`src/rtl/ureg_cmd_seq.sv`:
```
// Purpose : queues universal-register ops (hold/complement/zero/load) and replays each one for rep+1 cycles on sel/i_par.
// Latency : a command accepted at edge k into an idle, empty sequencer drives sel from edge k+1; back-to-back ops issue with no gap.
// Backpr. : cmd_ready = !full, derived from the registered count only, so a pop in the same cycle does not raise it.
//
// Ports:
//   clk        rising-edge clock
//   clear_b    asynchronous active-low reset
//   cmd_valid  command present          cmd_ready  FIFO can accept
//   cmd_op     00 hold, 01 complement, 10 zero, 11 parallel load
//   cmd_data   load value (op 11 only)  cmd_rep    extra repeat cycles
//   sel/i_par  registered controls to the universal register
//   busy       op in progress or FIFO non-empty
//   last       high during the final cycle of each issued op
module ureg_cmd_seq #(
    parameter int WIDTH = 4,
    parameter int DEPTH = 4,
    parameter int REP_W = 3
) (
    input  logic             clk,
    input  logic             clear_b,
    input  logic             cmd_valid,
    output logic             cmd_ready,
    input  logic [1:0]       cmd_op,
    input  logic [WIDTH-1:0] cmd_data,
    input  logic [REP_W-1:0] cmd_rep,
    output logic [1:0]       sel,
    output logic [WIDTH-1:0] i_par,
    output logic             busy,
    output logic             last
);

    localparam int PTR_W = $clog2(DEPTH);
    localparam int CNT_W = $clog2(DEPTH) + 1;
    localparam logic [CNT_W-1:0] FULL_CNT = CNT_W'(DEPTH);
    localparam logic [1:0] OP_LOAD = 2'b11;

    typedef struct packed {
        logic [1:0]       op;
        logic [WIDTH-1:0] data;
        logic [REP_W-1:0] rep;
    } cmd_t;

    typedef enum logic {
        S_IDLE  = 1'b0,
        S_ISSUE = 1'b1
    } state_t;

    // Command FIFO storage and bookkeeping
    cmd_t             r_mem [DEPTH];
    logic [PTR_W-1:0] r_wr_ptr;
    logic [PTR_W-1:0] r_rd_ptr;
    logic [CNT_W-1:0] r_count;

    // Issue-side working registers
    state_t           r_state;
    logic [REP_W-1:0] r_rem;
    logic [1:0]       r_sel;
    logic [WIDTH-1:0] r_par;
    logic             r_last;

    // Next-state values from the FSM
    state_t           w_nxt_state;
    logic [REP_W-1:0] w_nxt_rem;
    logic [1:0]       w_nxt_sel;
    logic [WIDTH-1:0] w_nxt_par;
    logic             w_nxt_last;

    logic             w_push;
    logic             w_pop;
    logic             w_not_empty;
    cmd_t             w_head;
    cmd_t             w_in;

    assign w_not_empty = (r_count != '0);
    assign cmd_ready   = (r_count != FULL_CNT);
    assign w_push      = cmd_valid && cmd_ready;
    assign w_head      = r_mem[r_rd_ptr];
    assign w_in        = '{op: cmd_op, data: cmd_data, rep: cmd_rep};

    assign sel   = r_sel;
    assign i_par = r_par;
    assign last  = r_last;
    assign busy  = (r_state == S_ISSUE) || w_not_empty;

    // Storage needs no reset: an entry is only read after being written.
    always_ff @(posedge clk) begin
        if (w_push) begin
            r_mem[r_wr_ptr] <= w_in;
        end
    end

    always_ff @(posedge clk or negedge clear_b) begin
        if (!clear_b) begin
            r_wr_ptr <= '0;
            r_rd_ptr <= '0;
            r_count  <= '0;
        end else begin
            if (w_push) begin
                r_wr_ptr <= r_wr_ptr + PTR_W'(1);
            end
            if (w_pop) begin
                r_rd_ptr <= r_rd_ptr + PTR_W'(1);
            end
            case ({w_push, w_pop})
                2'b10:   r_count <= r_count + CNT_W'(1);
                2'b01:   r_count <= r_count - CNT_W'(1);
                default: r_count <= r_count;
            endcase
        end
    end

    always_ff @(posedge clk or negedge clear_b) begin
        if (!clear_b) begin
            r_state <= S_IDLE;
            r_rem   <= '0;
            r_sel   <= 2'b00;
            r_par   <= '0;
            r_last  <= 1'b0;
        end else begin
            r_state <= w_nxt_state;
            r_rem   <= w_nxt_rem;
            r_sel   <= w_nxt_sel;
            r_par   <= w_nxt_par;
            r_last  <= w_nxt_last;
        end
    end

    always_comb begin
        w_nxt_state = r_state;
        w_nxt_rem   = r_rem;
        w_nxt_sel   = r_sel;
        w_nxt_par   = r_par;
        w_pop       = 1'b0;

        case (r_state)
            S_IDLE: begin
                w_nxt_sel = 2'b00;
                w_nxt_par = '0;
                if (w_not_empty) begin
                    w_pop       = 1'b1;
                    w_nxt_state = S_ISSUE;
                    w_nxt_rem   = w_head.rep;
                    w_nxt_sel   = w_head.op;
                    w_nxt_par   = (w_head.op == OP_LOAD) ? w_head.data : '0;
                end
            end
            S_ISSUE: begin
                if (r_rem != '0) begin
                    w_nxt_rem = r_rem - REP_W'(1);
                end else if (w_not_empty) begin
                    // Chain straight into the next op so there is no idle gap.
                    w_pop       = 1'b1;
                    w_nxt_rem   = w_head.rep;
                    w_nxt_sel   = w_head.op;
                    w_nxt_par   = (w_head.op == OP_LOAD) ? w_head.data : '0;
                end else begin
                    w_nxt_state = S_IDLE;
                    w_nxt_sel   = 2'b00;
                    w_nxt_par   = '0;
                end
            end
            default: begin
                w_nxt_state = S_IDLE;
                w_nxt_sel   = 2'b00;
                w_nxt_par   = '0;
            end
        endcase

        // last is registered: it marks the cycle that will be ISSUE with rem==0.
        w_nxt_last = (w_nxt_state == S_ISSUE) && (w_nxt_rem == '0);
    end

endmodule

```
`config.mk`:
```
export PLATFORM = sky130hd
export DESIGN_NAME = ureg_cmd_seq
export DESIGN_NICKNAME = d
export VERILOG_FILES = /design/src/rtl/ureg_cmd_seq.sv
export SDC_FILE = /design/constraint.sdc
export NUM_CORES = 1
export LEC_CHECK = 0
export CAP_MARGIN = 20
export CORE_MARGIN = 10
export CORE_UTILIZATION = 40
export CTS_BUF_LIST = sky130_fd_sc_hd__clkbuf_8
export DETAILED_ROUTE_END_ITERATION = 16
export DONT_BUFFER_PORTS = 1
export PLACE_DENSITY_LB_ADDON = 0.3
export REMOVE_ABC_BUFFERS = 1
export SLEW_MARGIN = 10
export SYNTH_ARGS = -nofsm -noshare
export SYNTH_HDL_FRONTEND = slang
export SYNTH_SLANG_ARGS = --single-unit
```
`constraint.sdc`:
```
create_clock -name clk -period 2.4 [get_ports clk]
set_input_delay 0.36 -clock clk [delete_from_list [all_inputs] [get_ports clk]]
set_output_delay 0.36 -clock clk [all_outputs]
set_load 0.01 [all_outputs]
```
## Word-level counts from Yosys, hierarchy flattened

Memory sizes are Yosys's and may differ from the RTL's.
Index checks and enable logic that the tools add are counted.

| storage, ports and cells | value |
|---|---|
| register bits after elaboration | 18 |
| memories | 1 |
| word-level logic and storage cells | 45 |
| output and inout bits | 9 |
| RAM bits | 36 |

Memories:

| name | depth | bits a word | read ports | clocked after memory_dff | wr ports | RTL line | RTL |
|---|---|---|---|---|---|---|---|
| r_mem | 4 | 9 | 1 | 0 | 1 | 49 | `cmd_t r_mem [DEPTH];` |

| operators by class | value |
|---|---|
| muxes and demuxes | 18 |
| reduce and logical (&&, ||, !) cells | 7 |
| equal/unequal tests | 5 |
| add/subtract/negate cells | 5 |
| bitwise logic cells | 1 |

Operator list:

| operator | number |
|---|---|
| $mux W4 | 3 |
| $pmux W3 S2 | 2 |
| $pmux W4 S2 | 1 |
| $mux W3 | 2 |
| $reduce_bool A3 Y1 | 2 |
| $sub A3 B1 Y3 const B | 2 |
| $mux W1 | 5 |
| $add A2 B1 Y2 const B | 2 |
| $eq A2 B2 Y1 const B | 2 |
| $mux W2 | 2 |
| $pmux W1 S2 | 2 |
| $pmux W2 S2 | 1 |
| $add A3 B1 Y3 const B | 1 |
| $logic_not A3 Y1 | 1 |
| $ne A3 B3 Y1 const B | 1 |
| $eq A2 B1 Y1 const B | 1 |
| $logic_and A1 B1 Y1 | 2 |
| $ne A2 B2 Y1 const B | 1 |
| $reduce_bool A2 Y1 | 1 |
| $logic_or A1 B1 Y1 | 1 |
| $not A1 Y1 | 1 |

## Depth between registers and ports, before layout

Gate-level depths: netlist (run 1).

| logic depth | value |
|---|---|
| depth after elaboration | 6 |
| depth in mapped cells | 10 |

## Worst setup path before layout (run 1)

No wires, ideal clock.

| path | value |
|---|---|
| path kind | flip-flop to flip-flop |
| from | register r_rem[0] |
| to | register r_count[2] |
| path slack | 0.156 ns |
| data arrival time | 2.165 ns |
| data required time | 2.321 ns |
| stages on the path, launching flop included | 11 |
| clock period less this slack | 2.244 ns |
| path buffers | 0 |
| path through | dfrtp_1 inv_1 ha_1 nand2b_4 a21oi_1 ha_1 inv_1 fa_1 xor2_1 nor2_1 xor2_1 |

| on the way | value |
|---|---|
| word-level cells in the longest chain between the ends | 5 |
| elaborated cells on any way between the ends | 7 |
| classes of those cells | eq/ne (2); mux (3); reduce/logical (2) |

RTL lines:

| item | RTL line | RTL |
|---|---|---|
| start: declaration | 56 | `logic [REP_W-1:0] r_rem;` |
| start signal: assignment | 121 | `r_rem <= w_nxt_rem;` |
| $reduce_bool A3 Y1 * | 148 | `if (r_rem != '0) begin` |
| $mux W1 * | 148 |  |
| $pmux W1 S2 * | 135 | `case (r_state)` |
| $eq A2 B1 Y1 / $eq A2 B2 Y1 (equally long branches) | 104 | `case ({w_push, w_pop})` |
| $pmux W3 S2 / $reduce_bool A2 Y1 (equally long branches) | - |  |
| end signal: assignment | 105 | `2'b10: r_count <= r_count + CNT_W'(1);` |
| end signal: assignment | 106 | `2'b01: r_count <= r_count - CNT_W'(1);` |
| end signal: assignment | 107 | `default: r_count <= r_count;` |
| end: declaration | 52 | `logic [CNT_W-1:0] r_count;` |

Every way passes the cells marked *; elsewhere a longest branch is shown, timed or not.
A chain may end at the register's enable or synchronous reset.

## Worst setup path after layout (run 1)

Same ends and word-level chain as after synthesis.

==> flow_summary.json, run 1 <==
{
  "avgSynthCellArea_um2": 16.5,
  "grt_util_all_layers_pct": 9.13,
  "tightest_slew_ps": 798,
  "first_pass_iters": 4,
  "antenna_found_initial": 0,
  "viasPerCell": 5.11,
  "power_density_nw_per_um2": 1210,
  "io_pins": 21,
  "finClkSkew_ps": 1.97,
  "ys_types": 35,
  "max_freq_ghz": 0.469,
  "min_path_type": "input port to register",
  "cts-resized-gates": 0,
  "fin_setup_tns_ps": 0,
  "r2r_cells": 10,
  "area_delta_synth_final_pct": 7.88,
  "root_buffer": "clkbuf_8",
  "grt_first_pass_wirelength_um": 6150,
  "clk_latency_ps": 300,
  "yosysTopAreaCell": "edfxtp_1",
  "p_leak_nw": 0.945,
  "cts_tree": "built",
  "ir_drop_mv": 0.451,
  "antenna_cells": 0,
  "grt_max_degree": 19,
  "final-setup-viol-count": 0,
  "finalHoldViolCount": 0,
  "cp.arrival_ps": 2370,
  "crit_path_max_fanout": 5,
  "synthFlopType": "edfxtp_1",
  "cts_made_buffers": 5,
  "htree_levels": 2,
  "overflow": 0,
  "maxCapViolCount": 0,
  "final_nets": 164,
  "initial_core_util_pct": 41.2,
  "async_flop_share_pct": 33.3,
  "rows": 27,
  "synthCells": 138,
  "synth_top_area_share_pct": 47.6,
  "maxSlewViolCount": 0,
  "post-route-min-period_ps": 2130,
  "first_iter_violations": 64,
  "ant_nets": 0,
  "clock_path_buffers": 2,
  "worstSetupPathType": "register to register",
  "drt-total-wl_um": 3770,
  "hold_depth": 0,
  "grt_pass1_vias": 1185,
  "required_ps": 2630,
  "gp_congestion": 0.744,
  "vias": 1109,
  "cts.sinks": 54,
  "dp_hpwl_um": 2710,
  "io_buffers": 0,
  "outcome": "finished, final reports clean",
  "netlist_area_um2": 2270,
  "dieArea_um2": 9090,
  "relSlewSlack_pct": 46.6,
  "chipWidth_um": 95.3,
  "endpoint_kind": "register",
  "ys.warnings.count": 0,
  "total_power_mw": 2.97,
  "synth-edff-count": 36,
  "coreArea_um2": 5510,
  "period_share_pct": 88.9,
  "wl_per_cell_um": 17.4,
  "route.detailed.drc": 0,
  "cts.clk_slew.worst_paths_ps": 90,
  "die_h_um": 95.3,
  "start_kind": "register",
  "drive_above_1_share_pct": 11.0,
  "synthTopCellsByArea": "edfxtp_1 (48%), dfrtp_1 (20%), mux4_1 (6.9%)",
  "rsz0062_at_grt": "no",
  "synth_seq_cells": 54,
  "yosysSeqAreaShare_pct": 67.4
}
[placed cells by master (no fill, tap or decap), drive strengths merged, types with 3 or more instances in the layout]
cell	netlist	routed
mux4	9	9
nand2	8	8
nand2b	3	3
ha	7	7
xnor2	3	3
dfrtp	18	18
nor3	3	3
and3	4	4
xor2	3	3
o21ai	6	6
clkbuf	2	5
inv	13	14
edfxtp	36	36
[logic make-up (layout without fill, tap and decap cells)]
| kind of cell | after synthesis | in the layout | share of synthesized area [%] |
|---|---|---|---|
| buffers and inverters | 17 | 24 | 3.25 |
| xor gates and xnor gates | 6 | 6 | 2.31 |
| DFF | 54 | 54 | 67.4 |
| muxes | 10 | 10 | 10.4 |
| adders and majority gates | 8 | 8 | 4.74 |
| and+or+nand+nor | 26 | 26 | 6.72 |
| AOI/OAI and AO/OA | 17 | 17 | 5.12 |
[registers in the layout (all words and copies together) (netlist names)]
| register | cells |
|---|---|
| r_rem | 3 |
| r_state | 1 |
| i_par | 4 |
| sel | 2 |
| r_rd_ptr | 2 |
| r_wr_ptr | 2 |
| r_mem | 36 |
| r_count | 3 |
| last | 1 |
[power by group]
group / switching (mW) / total, mW / internal [mW]
logic: 0.496 / 0.966 / 0.470
clock network: 0.287 / 0.492 / 0.206
registers: 0.235 / 1.51 / 1.28
total: 1.02 / 2.97 / 1.95
[final cells by class]
| type | count | area, um^2 |
|---|---|---|
| Clock inverter | 3 | 20.0 |
| Multi-Input combinational cell | 67 | 666 |
| Sequential cell | 54 | 1530 |
| Clock buffer | 5 | 68.8 |
| Timing Repair Buffer | 3 | 25.0 |
| Fill cell | 479 | 3060 |
| Inverter | 13 | 48.8 |
| Tap cell | 72 | 90.1 |
[cell usage after synthesis, drive strengths merged (2+ instances only)]
master and count:
buf 2, o21ai 6, nand3 2, nand2b 3
edfxtp 36, ha 7, a22o 2, and2 2
clkbuf 2, a21oi 2, xor2 3, and3 4
xnor2 3, mux4 9, nand2 8, a22oi 2
inv 13, nor3 3, dfrtp 18
[through the flow]
stage                     area [um^2]  setup WS, ps  hold WS [ps]  utilization (%)  std cells
final                            2450           266           147             44.5        217
after global routing             2450           108           122             44.5        217
after CTS                        2450           236           133             44.5        217
after detailed placement         2350           250          65.2             42.7        208
after global placement           2350           359          65.2             42.7        208
after floorplan                  2250           156          64.4                -        134
[metal layers]
metal  share of wire [%]  vias up  wire length, um  track usage (%)
met2                  51       21             1920             14.9
met5                   0        -                0                0
met4                 1.9        0               72             4.49
li1                    -      523                -                -
met3                 5.3        5              201             3.14
met1                  42      560             1580             10.5
[critical path: stages (launching register included)]
cell	delay (ps)
dfrtp_1	380
inv_1	110
ha_1	250
nand2b_4	90
a21oi_1	200
ha_1	210
inv_1	60
fa_1	370
xor2_1	150
nor2_1	110
xor2_1	140
[final timing paths]
check	from	end	slack, ps
worst min register to register	r_count[2]	r_count[2]	540
max in group asynchronous	clear_b	i_par[3]	1330
worst min-delay path	cmd_rep[0]	r_mem[3][0]	150
worst max-delay path	r_rem[0]	r_count[2]	270
min in group asynchronous	clear_b	r_rem[1]	580
worst max register to register	r_rem[0]	r_count[2]	270
[repair_timing]
action,CTS,global route
endpoints found under the hold margin,18,0
hold buffers,1,0
setup buffers,0,0
Power figures use the tool's default switching activity.
==> run 2, diff against run 1 <==
--- a/config.mk
+++ b/config.mk
@@ -7,4 +7,5 @@
 export LEC_CHECK = 0
 export CAP_MARGIN = 20
+export CORE_ASPECT_RATIO = 1.5
 export CORE_MARGIN = 10
 export CORE_UTILIZATION = 40
==> constraint.sdc (replaced) <==
create_clock -name clk -period 2.4 [get_ports clk]
set_input_delay 0.36 -clock clk [delete_from_list [all_inputs] [get_ports clk]]
set_output_delay 0.36 -clock clk [all_outputs]
set_load 0.02 [all_outputs]
==> run 2 against run 1 <==
Die area increased by 0.69%; highest routed layer unchanged; critical path depth unchanged; sequential power increased by 3%; hold slack got worse by 7.5 ps; flip-flop and latch count unchanged; first-iteration DRC count decreased by 30%; routed wire length increased by 3.5%; maximum frequency decreased by 6.3%; final area increased by 0.36%; sequential share of layout area decreased by 0.22 points; register-to-register slack got worse by 140 ps; largest cell class unchanged.
==> flow_summary.json, run 2 (same netlist as run 1, synthesis figures left out) <==
{
  "regMostFlops": "r_mem",
  "grt_max_degree": 19,
  "initial_core_util_pct": 41.4,
  "overflow": 0,
  "cp.arrival_ps": 2500,
  "min_path_type": "input port to register",
  "relSlewSlack_pct": 42.6,
  "ir_drop_mv": 0.521,
  "drive_above_1_share_pct": 12.4,
  "gp_congestion": 0.692,
  "hold_slack_ps": 139,
  "final-setup-viol-count": 0,
  "tightest_slew_ps": 858,
  "endpoint_kind": "register",
  "io_pins": 21,
  "finalHoldViolCount": 0,
  "required_ps": 2630,
  "grt_util_all_layers_pct": 9.27,
  "rows": 33,
  "ant_nets": 0,
  "cts_tree": "built",
  "route.detailed.drc": 0,
  "vias": 1129,
  "dp_hpwl_um": 2830,
  "period_share_pct": 94.9,
  "clk_latency_ps": 310,
  "post_cts_buffers": 0,
  "grt_pass1_vias": 1244,
  "root_buffer": "clkbuf_8",
  "pwr-share-comb_pct": 32.4,
  "htree_levels": 2,
  "cts.clk_slew.worst_paths_ps": 100,
  "r2r_slack_ps": 120,
  "cts_made_buffers": 5,
  "antenna_found_initial": 0,
  "viasPerCell": 5.25,
  "rsz0062_at_grt": "no",
  "wl_per_cell_um": 18.2,
  "dieArea_um2": 9150,
  "max_freq_ghz": 0.439,
  "dpl_cell_area_um2": 2350,
  "clockPowerShare_pct": 17.2,
  "fin_setup_tns_ps": 0,
  "post-route-min-period_ps": 2280,
  "grt_first_pass_wirelength_um": 6470,
  "antenna_cells": 0,
  "start_kind": "register",
  "largest_register_ffs": 36,
  "final_nets": 164,
  "finClkSkew_ps": 12.2,
  "p_int_mw": 1.99,
  "cts.sinks": 54,
  "switching_share_pct": 35.0,
  "io_buffers": 0,
  "total_power_mw": 3.06,
  "switching_power_mw": 1.07,
  "maxSlewViolCount": 0,
  "crit_path_max_fanout": 5,
  "coreArea_um2": 5490,
  "final_common_cell": "edfxtp_1",
  "drt-total-wl_um": 3900,
  "chipWidth_um": 81.5,
  "area_delta_synth_final_pct": 8.26,
  "p_leak_nw": 0.953,
  "most-common-layout-cells": "edfxtp_1 (36), dfrtp_1 (18), inv_1 (13), nand2_1 (8)",
  "clock_path_buffers": 2,
  "first_iter_violations": 45,
  "seqPwrFrac_pct": 50.4,
  "maxCapViolCount": 0,
  "power_density_nw_per_um2": 1250,
  "first_pass_iters": 6,
  "worstSetupPathType": "register to register",
  "design_area_um2": 2460,
  "die_h_um": 112,
  "outcome": "finished, final reports clean"
}
[run 2: critical path, cell delays in order, from the launching register on]
cell and delay, ps:
dfrtp_1 370, inv_1 130, ha_2 250, nand2b_4 80
a21oi_1 210, ha_1 220, inv_1 70, fa_1 400
xor2_1 160, nor2_1 130, xor2_1 190
[run 2: final cells by class]
cell class / count / area [um^2]
multi-input combinational: 67 / 668
inverter: 13 / 48.8
sequential: 54 / 1530
clock inverter: 2 / 15.0
clock buffer: 6 / 82.6
fill: 480 / 3030
tap: 70 / 87.6
timing repair buffer: 3 / 25.0
[run 2: power groups by stage]
stage               Clock, mW  Sequential [mW]  Combinational (mW)
floorplan                   0             1.50               0.765
global placement            0             1.56               0.924
detailed placement          0             1.58               0.993
CTS                     0.541             1.55                1.00
global route            0.588             1.58                1.12
finish                  0.526             1.55               0.993
[run 2: per-stage QoR]
step / worst slack (ps) / util (%) / instances
global route: 4.04 / 44.8 / 215
finish: 122 / 44.8 / 215
CTS: 89.1 / 44.7 / 215
floorplan: 156 / - / 134
detailed placement: 111 / 42.8 / 206
global placement: 333 / 42.8 / 206
[run 2: layer usage]
metal	share of wire (%)	wire length, um	GRT usage [%]	up-vias
li1	-	-	-	527
met1	38	1500	10.1	570
met2	53	2080	15.3	25
met3	6.5	255	3.99	7
met4	1.8	69	3.59	0
met5	0	0	0	-
[run 2: path summary, 6_finish.rpt]
check / start / to / cells past startpoint
setup reg to reg: r_rem[0] / r_count[2] / 10
max in group asynchronous: clear_b / r_wr_ptr[1] / 1
min in group asynchronous: clear_b / i_par[1] / 1
hold / removal: cmd_data[1] / r_mem[0][4] / 0
hold reg to reg: r_count[0] / r_count[0] / 1
setup / recovery: r_rem[0] / r_count[2] / 10
[run 2: timing repair]
item,CTS,global route
setup endpoints to repair,0,1
hold endpoints to repair,18,0
hold buffers,1,0
gates resized for setup,0,1
